File: config.mk
export PLATFORM = sky130hd
export DESIGN_NAME = iram_loader_flat
export DESIGN_NICKNAME = d
export VERILOG_FILES = /design/src/rtl/iram_loader_pkg.sv /design/src/rtl/iram_loader_if.sv /design/src/rtl/iram_byte_packer.sv /design/src/rtl/iram_loader.sv /design/src/flat_wrapper.sv
export SDC_FILE = /design/constraint.sdc
export NUM_CORES = 1
export LEC_CHECK = 0
export CAP_MARGIN = 15
export CORE_MARGIN = 4
export CORE_UTILIZATION = 39
export CTS_BUF_LIST = sky130_fd_sc_hd__clkbuf_2
export DETAILED_ROUTE_END_ITERATION = 10
export PLACE_DENSITY = 0.56
export SLEW_MARGIN = 20
export SYNTH_ARGS = -nofsm -noshare
export SYNTH_HDL_FRONTEND = slang
export SYNTH_SLANG_ARGS = --single-unit
File: constraint.sdc
create_clock -name clk -period 8.3 [get_ports clk]
set_input_delay 1.66 -clock clk [delete_from_list [all_inputs] [get_ports clk]]
set_output_delay 1.66 -clock clk [all_outputs]
set_load 0.01 [all_outputs]
File: src/rtl/iram_loader_pkg.sv
// Shared constants and state encoding for the microcode RAM loader and RAM wrapper.
package iram_loader_pkg;
    localparam int IRAM_SIZE = 21504;
    localparam int ADDR_W    = 15;
    localparam int DATA_W    = 32;

    typedef enum logic [2:0] {
        IDLE,
        FILL,
        WRITE,
        VREAD,
        VDRAIN,
        VCHK,
        DONE
    } state_t;

    // Widened add so a range ending past the top of the RAM cannot wrap back in.
    function automatic logic range_ok(input logic [ADDR_W-1:0] base,
                                      input logic [ADDR_W-1:0] cnt);
        logic [ADDR_W+1:0] end_addr;
        end_addr = {2'b00, base} + {2'b00, cnt};
        return end_addr <= (ADDR_W+2)'(IRAM_SIZE);
    endfunction
endpackage

File: src/rtl/iram_loader_if.sv
// Byte stream and RAM write/read port between the loader (master) and its environment.
interface iram_loader_if;
    import iram_loader_pkg::*;

    logic [7:0]        in_data;
    logic              in_valid;
    logic              in_ready;
    logic [ADDR_W-1:0] mem_addr;
    logic [DATA_W-1:0] mem_data;
    logic              mem_wren;
    logic              mem_rden;
    logic [DATA_W-1:0] mem_q;

    modport master (
        input  in_data, in_valid, mem_q,
        output in_ready, mem_addr, mem_data, mem_wren, mem_rden
    );

    modport slave (
        output in_data, in_valid, mem_q,
        input  in_ready, mem_addr, mem_data, mem_wren, mem_rden
    );
endinterface

File: src/rtl/iram_byte_packer.sv
// Packs accepted stream bytes little-endian into a 32-bit word; pulses word_valid after lane 3.
module iram_byte_packer
    import iram_loader_pkg::*;
(
    input  logic              clk,
    input  logic              reset_n,
    input  logic              clear,
    input  logic [7:0]        in_data,
    input  logic              in_valid,
    input  logic              in_ready,
    output logic              last_byte,
    output logic [DATA_W-1:0] word_nxt,
    output logic [DATA_W-1:0] word,
    output logic              word_valid
);
    logic [1:0]        idx_q, idx_d;
    logic [DATA_W-1:0] word_q, word_d;
    logic              word_valid_q, word_valid_d;
    logic              take;

    always_comb begin
        take   = in_valid & in_ready;
        idx_d  = idx_q;
        word_d = word_q;
        if (clear) begin
            idx_d  = '0;
            word_d = '0;
        end else if (take) begin
            case (idx_q)
                2'd0:    word_d[7:0]   = in_data;
                2'd1:    word_d[15:8]  = in_data;
                2'd2:    word_d[23:16] = in_data;
                default: word_d[31:24] = in_data;
            endcase
            idx_d = idx_q + 2'd1;
        end
        last_byte    = take & ~clear & (idx_q == 2'd3);
        word_valid_d = last_byte;
        word_nxt     = word_d;
    end

    always_ff @(posedge clk or negedge reset_n) begin
        if (!reset_n) begin
            idx_q        <= '0;
            word_q       <= '0;
            word_valid_q <= 1'b0;
        end else begin
            idx_q        <= idx_d;
            word_q       <= word_d;
            word_valid_q <= word_valid_d;
        end
    end

    assign word       = word_q;
    assign word_valid = word_valid_q;
endmodule

File: src/rtl/iram_loader.sv
// Microcode RAM write-side loader: stream -> words -> consecutive RAM writes, optional read-back checksum.
//   state  | meaning
//   IDLE   | waiting for start
//   FILL   | accepting bytes of the current word
//   WRITE  | one-cycle RAM write of the packed word
//   VREAD  | issuing word_count back-to-back reads from base
//   VDRAIN | collecting the last read data
//   VCHK   | comparing read-back sum against write checksum
//   DONE   | one-cycle completion pulse
module iram_loader
    import iram_loader_pkg::*;
(
    input  logic              clk,
    input  logic              reset_n,
    input  logic              start,
    input  logic [ADDR_W-1:0] base_addr,
    input  logic [ADDR_W-1:0] word_count,
    input  logic              verify_en,
    iram_loader_if.master     bus,
    output logic              busy,
    output logic              done,
    output logic              error,
    output logic [DATA_W-1:0] checksum
);
    state_t            state_q, state_d;
    logic [ADDR_W-1:0] base_q, base_d, count_q, count_d;
    logic [ADDR_W-1:0] cur_addr_q, cur_addr_d, remaining_q, remaining_d;
    logic [ADDR_W-1:0] mem_addr_q, mem_addr_d;
    logic [DATA_W-1:0] mem_data_q, mem_data_d, checksum_q, checksum_d, vsum_q, vsum_d;
    logic              ven_q, ven_d, rd_vld_q, rd_vld_d;
    logic              in_ready_q, in_ready_d, mem_wren_q, mem_wren_d, mem_rden_q, mem_rden_d;
    logic              busy_q, busy_d, done_q, done_d, error_q, error_d;

    logic              pk_clear, pk_last, pk_word_valid;
    logic [DATA_W-1:0] pk_word_nxt, pk_word;

    iram_byte_packer u_packer (
        .clk        (clk),
        .reset_n    (reset_n),
        .clear      (pk_clear),
        .in_data    (bus.in_data),
        .in_valid   (bus.in_valid),
        .in_ready   (in_ready_q),
        .last_byte  (pk_last),
        .word_nxt   (pk_word_nxt),
        .word       (pk_word),
        .word_valid (pk_word_valid)
    );

    always_comb begin
        state_d     = state_q;
        base_d      = base_q;
        count_d     = count_q;
        ven_d       = ven_q;
        cur_addr_d  = cur_addr_q;
        remaining_d = remaining_q;
        mem_addr_d  = mem_addr_q;
        mem_data_d  = mem_data_q;
        checksum_d  = checksum_q;
        error_d     = error_q;
        pk_clear    = 1'b0;
        rd_vld_d    = mem_rden_q;
        vsum_d      = rd_vld_q ? (vsum_q + bus.mem_q) : vsum_q;

        case (state_q)
            IDLE: begin
                if (start) begin
                    base_d      = base_addr;
                    count_d     = word_count;
                    ven_d       = verify_en;
                    cur_addr_d  = base_addr;
                    remaining_d = word_count;
                    error_d     = 1'b0;
                    checksum_d  = '0;
                    vsum_d      = '0;
                    pk_clear    = 1'b1;
                    if (word_count == '0) begin
                        state_d = DONE;
                    end else if (!range_ok(base_addr, word_count)) begin
                        error_d = 1'b1;
                        state_d = DONE;
                    end else begin
                        state_d = FILL;
                    end
                end
            end
            FILL: begin
                if (pk_last) begin
                    mem_addr_d = cur_addr_q;
                    mem_data_d = pk_word_nxt;
                    state_d    = WRITE;
                end
            end
            WRITE: begin
                if (pk_word_valid) begin
                    checksum_d  = checksum_q + pk_word;
                    cur_addr_d  = cur_addr_q + ADDR_W'(1);
                    remaining_d = remaining_q - ADDR_W'(1);
                    if (remaining_q != ADDR_W'(1)) begin
                        state_d = FILL;
                    end else if (ven_q) begin
                        // Read-back restarts at base; the first read issues on VREAD entry.
                        mem_addr_d  = base_q;
                        cur_addr_d  = base_q + ADDR_W'(1);
                        remaining_d = count_q;
                        state_d     = VREAD;
                    end else begin
                        state_d = DONE;
                    end
                end
            end
            VREAD: begin
                if (remaining_q == ADDR_W'(1)) begin
                    remaining_d = '0;
                    state_d     = VDRAIN;
                end else begin
                    mem_addr_d  = cur_addr_q;
                    cur_addr_d  = cur_addr_q + ADDR_W'(1);
                    remaining_d = remaining_q - ADDR_W'(1);
                end
            end
            VDRAIN: state_d = VCHK;
            VCHK: begin
                if (vsum_q != checksum_q) error_d = 1'b1;
                state_d = DONE;
            end
            DONE:    state_d = IDLE;
            default: state_d = IDLE;
        endcase

        in_ready_d = (state_d == FILL);
        mem_wren_d = (state_d == WRITE);
        mem_rden_d = (state_d == VREAD);
        busy_d     = (state_d == FILL) || (state_d == WRITE) || (state_d == VREAD) ||
                     (state_d == VDRAIN) || (state_d == VCHK);
        done_d     = (state_d == DONE);
    end

    always_ff @(posedge clk or negedge reset_n) begin
        if (!reset_n) begin
            state_q     <= IDLE;
            base_q      <= '0;
            count_q     <= '0;
            ven_q       <= 1'b0;
            cur_addr_q  <= '0;
            remaining_q <= '0;
            mem_addr_q  <= '0;
            mem_data_q  <= '0;
            checksum_q  <= '0;
            vsum_q      <= '0;
            rd_vld_q    <= 1'b0;
            in_ready_q  <= 1'b0;
            mem_wren_q  <= 1'b0;
            mem_rden_q  <= 1'b0;
            busy_q      <= 1'b0;
            done_q      <= 1'b0;
            error_q     <= 1'b0;
        end else begin
            state_q     <= state_d;
            base_q      <= base_d;
            count_q     <= count_d;
            ven_q       <= ven_d;
            cur_addr_q  <= cur_addr_d;
            remaining_q <= remaining_d;
            mem_addr_q  <= mem_addr_d;
            mem_data_q  <= mem_data_d;
            checksum_q  <= checksum_d;
            vsum_q      <= vsum_d;
            rd_vld_q    <= rd_vld_d;
            in_ready_q  <= in_ready_d;
            mem_wren_q  <= mem_wren_d;
            mem_rden_q  <= mem_rden_d;
            busy_q      <= busy_d;
            done_q      <= done_d;
            error_q     <= error_d;
        end
    end

    assign bus.in_ready = in_ready_q;
    assign bus.mem_addr = mem_addr_q;
    assign bus.mem_data = mem_data_q;
    assign bus.mem_wren = mem_wren_q;
    assign bus.mem_rden = mem_rden_q;
    assign busy         = busy_q;
    assign done         = done_q;
    assign error        = error_q;
    assign checksum     = checksum_q;
endmodule

File: src/flat_wrapper.sv
// flat-port wrapper written by rule: the top's interface ports become plain ports
module iram_loader_flat import iram_loader_pkg::*;
  (clk, reset_n, start, base_addr, word_count, verify_en, busy, done, error, checksum, bus_in_data, bus_in_valid, bus_mem_q, bus_in_ready, bus_mem_addr, bus_mem_data, bus_mem_wren, bus_mem_rden);
  iram_loader_if bus_i ();
  input  logic clk;
  input  logic reset_n;
  input  logic start;
  input  logic [ADDR_W-1:0] base_addr;
  input  logic [ADDR_W-1:0] word_count;
  input  logic verify_en;
  output logic busy;
  output logic done;
  output logic error;
  output logic [DATA_W-1:0] checksum;
  input wire logic [$bits(bus_i.in_data)-1:0] bus_in_data;
  input wire logic [$bits(bus_i.in_valid)-1:0] bus_in_valid;
  input wire logic [$bits(bus_i.mem_q)-1:0] bus_mem_q;
  output wire logic [$bits(bus_i.in_ready)-1:0] bus_in_ready;
  output wire logic [$bits(bus_i.mem_addr)-1:0] bus_mem_addr;
  output wire logic [$bits(bus_i.mem_data)-1:0] bus_mem_data;
  output wire logic [$bits(bus_i.mem_wren)-1:0] bus_mem_wren;
  output wire logic [$bits(bus_i.mem_rden)-1:0] bus_mem_rden;
  assign bus_i.in_data = bus_in_data;
  assign bus_i.in_valid = bus_in_valid;
  assign bus_i.mem_q = bus_mem_q;
  assign bus_in_ready = bus_i.in_ready;
  assign bus_mem_addr = bus_i.mem_addr;
  assign bus_mem_data = bus_i.mem_data;
  assign bus_mem_wren = bus_i.mem_wren;
  assign bus_mem_rden = bus_i.mem_rden;
  iram_loader u_core (.clk(clk), .reset_n(reset_n), .start(start), .base_addr(base_addr), .word_count(word_count), .verify_en(verify_en), .bus(bus_i), .busy(busy), .done(done), .error(error), .checksum(checksum));
endmodule
==> results of run 1 <==
## path summary, 6_finish.rpt
| path | from | endpoint | slack, ns | cells past startpoint |
|---|---|---|---|---|
| max in group asynchronous | reset_n | u_core.checksum[28]$_DFFE_PN0P_ | 6.20 | 2 |
| max reg2reg | u_core.checksum[0]$_DFFE_PN0P_ | u_core.checksum[24]$_DFFE_PN0P_ | 4.80 | 12 |
| min in group asynchronous | reset_n | u_core.checksum[4]$_DFFE_PN0P_ | 0.68 | 1 |
| max | bus_mem_q[0] | u_core.vsum_q[28]$_DFF_PN0_ | 4.35 | 13 |
| min reg2reg | u_core.bus.mem_rden$_DFF_PN0_ | u_core.rd_vld_q$_DFF_PN0_ | 0.46 | 0 |
| min | u_core.bus.mem_rden$_DFF_PN0_ | u_core.rd_vld_q$_DFF_PN0_ | 0.46 | 0 |
## flip-flops by register name (all words and copies together) (netlist names), 2 cells and up
name                   count
u_core.bus.mem_addr       15
u_core.count_q            15
u_core.base_q             15
u_core.cur_addr_q         15
u_core.state_q             3
u_core.remaining_q        15
u_core.checksum           32
u_core.vsum_q             32
u_core.u_packer.idx_q      2
u_core.u_packer.word      32
u_core.bus.mem_data       32
## power breakdown
group / switching [W] / internal (W)
Combinational: 0.00121 / 0.000843
Sequential: 0.000346 / 0.00137
Clock: 0.000499 / 0.000304
## worst reg2reg max path, cell delays in order (launching register included)
cell      delay (ns)
dfrtp_1         0.46
ha_1            0.28
fa_1            0.44
a211oi_2        0.22
o21bai_1        0.14
a221oi_2        0.43
o21ai_2         0.20
a311oi_4        0.45
o21ai_2         0.13
a21o_1          0.18
a21oi_1         0.16
xor2_1          0.17
o21ai_1         0.07
## metrics by stage
| step | cell area, um2 | power (W) | worst slack [ns] | cells |
|---|---|---|---|---|
| after floorplan | 13800 | 0.00311 | 4.12 | 1551 |
| after global placement | 15800 | 0.00375 | 3.43 | 2113 |
| after detailed placement | 15800 | 0.00378 | 3.38 | 2113 |
| after CTS | 16300 | 0.00462 | 4.31 | 2224 |
| after global routing | 16400 | 0.00497 | 4.22 | 2227 |
| final | 16400 | 0.00458 | 4.35 | 2227 |
## cells in the mapped netlist, types with 6 or more instances
| cell type | count |
|---|---|
| a31oi_1 | 14 |
| o21bai_1 | 12 |
| nand3_1 | 30 |
| nor3_1 | 23 |
| mux2i_1 | 57 |
| buf_2 | 6 |
| xor2_1 | 29 |
| o31ai_1 | 26 |
| clkbuf_1 | 46 |
| dfrtp_1 | 217 |
| o21ai_0 | 129 |
| o211ai_1 | 6 |
| a21oi_1 | 97 |
| nor4_1 | 11 |
| and3_1 | 22 |
| o21ai_2 | 11 |
| nand2b_1 | 14 |
| nor2_1 | 125 |
| ha_1 | 85 |
| a21o_1 | 27 |
| buf_1 | 9 |
| nor3b_1 | 10 |
| a22o_1 | 9 |
| o21ai_1 | 11 |
| nor2b_1 | 8 |
| o21a_1 | 10 |
| xnor2_1 | 75 |
| a211oi_1 | 15 |
| nand4_1 | 19 |
| a221oi_1 | 21 |
| mux2_2 | 8 |
| nand2_1 | 250 |
| inv_1 | 35 |
## final cells by class
| class | instances | area (um2) |
|---|---|---|
| antenna | 3 | 7.51 |
| clock buffer | 81 | 405 |
| clock inverter | 30 | 149 |
| fill | 3473 | 18400 |
| inverter | 36 | 135 |
| multi-input combinational | 1233 | 7960 |
| sequential | 217 | 5430 |
| tap | 455 | 569 |
| timing repair buffer | 172 | 1690 |
## cells by family (layout without fill, tap and decap cells)
logic type / count (synthesis) / in the layout / share of synthesized area, %
flops: 217 / 217 / 39.4
mux: 65 / 65 / 4.79
buf+inv: 101 / 319 / 2.95
xor+xnor: 104 / 104 / 6.61
simple gates: 546 / 546 / 18.0
fa+ha+maj: 88 / 88 / 8.15
compound gates: 430 / 430 / 20.2
other cells: 0 / 3 / 0
## routing by layer
layer  share of wire, %  up-vias
met2                 43      313
met3                5.5       56
met4                2.0        0
li1                   -     5951
met1                 50     5854
met5                  0        -
## layout by cell type (no fill, tap or decap), types with 13 or more instances in the layout
master / instances
a211oi_1: 15
a21o_1: 27
a21oi_1: 97
a221oi_1: 21
a31oi_1: 14
and3_1: 22
buf_4: 13
clkbuf_2: 81
clkdlybuf4s50_1: 158
clkinv_1: 20
dfrtp_1: 217
ha_1: 85
inv_1: 35
mux2i_1: 57
nand2_1: 250
nand2b_1: 14
nand3_1: 30
nand4_1: 19
nor2_1: 123
nor3_1: 23
o21ai_0: 129
o31ai_1: 26
xnor2_1: 75
xor2_1: 29
==> results.yml, run 1 <==
drt:
  via_per_inst: 5.47
  drtIter0Drc: 828
  vias: 12174
  dr.pass1.iters: 6
  drc_errors: 0
  antenna_left: 0
  finalWirelength_um: 42400
  avgRoutedWirePerCell_um: 19.1
global_routing:
  grt_pass1_wl_um: 66800
  grt.busiest_layer: "met1"
  overflow: 0
  antenna_found_initial: 2
  first_global_vias: 11778
  met3_usage_pct: 4.83
  met1_usage_pct: 32.3
  grtUsageTotal_pct: 21.7
  grt_max_degree: 88
  grt_use_met2_pct: 31.8
run_status:
  status: "completed"
cts:
  cts.sinks: 217
  holdBufCountCts: 0
  numCtsBuffers: 60
  cts_tree: "done"
  clock_latency_ns: 1.02
  cts_max_path_buffers: 3
  root_buffer: "clkbuf_2"
  postCtsSetupRepairBufs: 0
  htree_levels: 2
  clk_transition_reported_paths_ns: 0.11
  cts-resized-gates: 0
floorplanning:
  die_w_um: 196
  io_pins: 160
  die_h_um: 196
  initial_utilization_pct: 39.7
  coreArea_um2: 34700
  die_area_um2: 38400
  row_count: 68
sta:
  holdWs_ns: 0.458
  worst_slew_pin_slew_ns: 1.12
  setup-tns-final_ns: 0
  min_period_ns: 3.95
  period_share_pct: 47.5
  finalHoldViolCount: 0
  timing.fmax_mhz: 253
  slew_headroom_pct: 25.2
  skew_ns: 0.0802
  rsz0062_at_grt: "false"
  maxSlewViolCount: 0
  setup_viol: 0
synthesis:
  netlist_area_um2: 13800
  synthArstFlopShare_pct: 100
  ys_top_cells_by_area: "dfrtp_1 39%, ha_1 7.7%, nand2_1 6.8%"
  synth_cells: 1551
  ys_seq_area_share_pct: 39.4
  synth-seq-cells: 217
  yosys_warnings: 0
  yosys.area.top_type_share_pct: 39.4
  yosysTopAreaCell: "dfrtp_1"
  avgSynthCellArea_um2: 8.89
  ys_types: 83
  syn_nets: 1714
  synth-edff-count: 0
  synth-main-ff-cell: "dfrtp_1"
critical_path:
  critPathSlowestCell: "a2111o_1"
  crit_buf_inv: 1
  critPathTopFamily: "compound AO/OA/AOI/OAI gates"
  slowest_delay_ns: 0.45
  worstPathRequired_ns: 9.15
  crit_path_end_kind: "flip-flop"
  cp_max_fo: 3
  criticalPathCategory: "in2reg"
  crit_arrival_ns: 4.79
  path_cells: "clkdlybuf4s50_1 -> ha_1 -> fa_1 -> a21oi_1 -> o21ai_0 -> a2111o_1 -> nand4_1 -> o211a_1 -> nor2_1 -> a41o_1 -> o41ai_2 -> nor3b_2 -> nor3_2"
  critPathLaunchType: "input pin"
layout:
  fin_util_pct: 47.1
  nNetsFinal: 1883
  drive_gt1_share_pct: 8.37
  areaGrowthSynthToFinish_pct: 18.6
power:
  vdd_ir_drop_max_uv: 154
  power_density_nw_per_um2: 280
  leakagePower_nw: 7.53
placement:
  gp_congestion: 0.877
  dp_hpwl_um: 30700
  portBuffers: 159
flow_run:
  cap_violations: 0
min_path:
  worstHoldPathType: "reg2reg"
Note: power is estimated with default switching activity, not from simulation.
==> run 2: changes to the inputs <==
==> constraint.sdc (replaced) <==
create_clock -name clk -period 3.95 [get_ports clk]
set_input_delay 0.79 -clock clk [delete_from_list [all_inputs] [get_ports clk]]
set_output_delay 0.79 -clock clk [all_outputs]
set_load 0.01 [all_outputs]
==> run 2 against run 1 <==
Effect of this change:
- via count fell by 1.4%
- global-route usage fell by 0.25 points
- clock power rose by 94%
- highest routed layer unchanged
- worst hold slack got worse by 0.095 ns
- wire length fell by 1.7%
- sequential cell count did not move
==> results.yml, run 2 (synthesis results as in run 1) <==
floorplanning:
  die_h_um: 196
  row_count: 68
  die_w_um: 196
  die_area_um2: 38400
  io_pins: 160
  coreArea_um2: 34700
  initial_utilization_pct: 39.7
placement:
  portBuffers: 159
  dp_hpwl_um: 30800
  gp_congestion: 0.869
global_routing:
  overflow: 0
  grtUsageTotal_pct: 21.5
  grt_max_degree: 126
  grt_pass1_wl_um: 66200
  antenna_found_initial: 2
  first_global_vias: 11741
cts:
  numCtsBuffers: 61
  cts_tree: "done"
  postCtsSetupRepairBufs: 0
  cts.sinks: 217
  clk_transition_reported_paths_ns: 0.10
  htree_levels: 2
  root_buffer: "clkbuf_2"
  cts_max_path_buffers: 3
  clock_latency_ns: 1.01
  holdBufCountCts: 1
  cts-resized-gates: 0
sta:
  finalHoldViolCount: 0
  rsz0062_at_grt: "false"
  setup_viol: 0
  holdWs_ns: 0.362
  maxSlewViolCount: 0
  skew_ns: 0.0579
  slew_headroom_pct: 46.0
  period_share_pct: 88.8
  timing.fmax_mhz: 285
  min_period_ns: 3.51
  worst_slew_pin_slew_ns: 0.809
flow_run:
  cap_violations: 0
layout:
  seq_area_um2: 5430
  final_common_cell: "nand2_1"
  drive_gt1_share_pct: 9.27
  multi_input_area_um2: 7960
  nNetsFinal: 1906
  mostFrequentLayoutCells: "250 x nand2_1, 217 x dfrtp_1, 158 x clkdlybuf4s50_1, 129 x o21ai_0, 123 x nor2_1"
  filler_cell_count: 3480
  areaGrowthSynthToFinish_pct: 19.5
drt:
  antenna_left: 0
  vias: 12007
  dr.pass1.iters: 5
  drtIter0Drc: 762
  avgRoutedWirePerCell_um: 18.7
  drc_errors: 0
  finalWirelength_um: 41700
  via_per_inst: 5.37
power:
  vdd_ir_drop_max_uv: 249
  leakagePower_nw: 7.61
  power_density_nw_per_um2: 577
  p_total_w: 0.00951
min_path:
  worstHoldPathType: "in2async"
run_status:
  status: "completed"
critical_path:
  reg2reg_from: "u_core.checksum[0]$_DFFE_PN0P_"
  crit_start: "u_core.checksum[0]$_DFFE_PN0P_"
  critPathLaunchType: "flip-flop"
  criticalPathCategory: "reg2reg"
  worstPathRequired_ns: 4.81
  cp_max_fo: 4
  crit_path_end_kind: "flip-flop"
  crit_arrival_ns: 4.37
[run 2: path summary, 6_finish.rpt]
| check | end | slack, ns | cells past startpoint |
|---|---|---|---|
| max | u_core.checksum[24]$_DFFE_PN0P_ | 0.44 | 12 |
| min | u_core.checksum[0]$_DFFE_PN0P_ | 0.36 | 2 |
| max reg2reg | u_core.checksum[24]$_DFFE_PN0P_ | 0.44 | 12 |
| min reg2reg | u_core.rd_vld_q$_DFF_PN0_ | 0.39 | 0 |
| max in group asynchronous | u_core.vsum_q[30]$_DFF_PN0_ | 2.61 | 3 |
| min in group clk | u_core.rd_vld_q$_DFF_PN0_ | 0.39 | 0 |
[run 2: power by group]
group          switching (W)  leakage (nW)  total (W)  internal [W]
Sequential          0.000718          2.87    0.00361       0.00289
Clock               0.000985         0.381    0.00156      0.000574
Combinational        0.00253          4.36    0.00435       0.00182
[run 2: critical path: stages, from the launching register on]
cell	delay, ns
dfrtp_1	0.46
ha_1	0.28
fa_1	0.44
a211oi_2	0.22
o21bai_1	0.14
a221oi_2	0.45
o21ai_2	0.20
a311oi_4	0.46
o21ai_2	0.14
a21o_1	0.19
a21oi_1	0.17
xor2_1	0.16
o21ai_1	0.07
[run 2: area by class of cell]
class	count	area share (%)
clock inverters	16	0.425
clock buffers	84	2.55
inverters	36	0.820
repair buffers	194	11.4
multi-input cells	1233	48.3
well taps	455	3.45
diodes	2	0.0304
flip-flops and latches	217	33.0
[run 2: routing by layer]
metal | vias up | routed length, um | global-route usage [%]
met2 | 294 | 17900 | 31.7
met5 | - | 0 | 0
met4 | 0 | 683 | 4.76
li1 | 5990 | - | -
met3 | 55 | 2240 | 4.57
met1 | 5668 | 20900 | 32.4
[run 2: per-stage QoR]
stage	instances	cell area, um2	worst slack (ns)	util (%)	TNS [ns]
after floorplan	1551	13800	0.643	-	0
after global placement	2134	16000	0.00896	46.0	0
after detailed placement	2134	16000	-0.0909	46.0	-0.271
after CTS	2235	16500	0.439	47.5	0
after global routing	2237	16500	0.293	47.5	0
final	2237	16500	0.444	47.5	0
==> run 3: changes to the inputs <==
--- a/config.mk
+++ b/config.mk
@@ -11,6 +11,7 @@
 export CTS_BUF_LIST = sky130_fd_sc_hd__clkbuf_2
 export DETAILED_ROUTE_END_ITERATION = 10
 export PLACE_DENSITY = 0.56
+export SKIP_CTS_REPAIR_TIMING = 1
 export SLEW_MARGIN = 20
 export SYNTH_ARGS = -nofsm -noshare
 export SYNTH_HDL_FRONTEND = slang
==> results of run 3 <==
Final layout, timing and power as in run 2 (identical DEF).
Among the figures that moved: via count of the first global-routing pass 11741 -> 11738; met1 usage 32.4% -> 32.3%
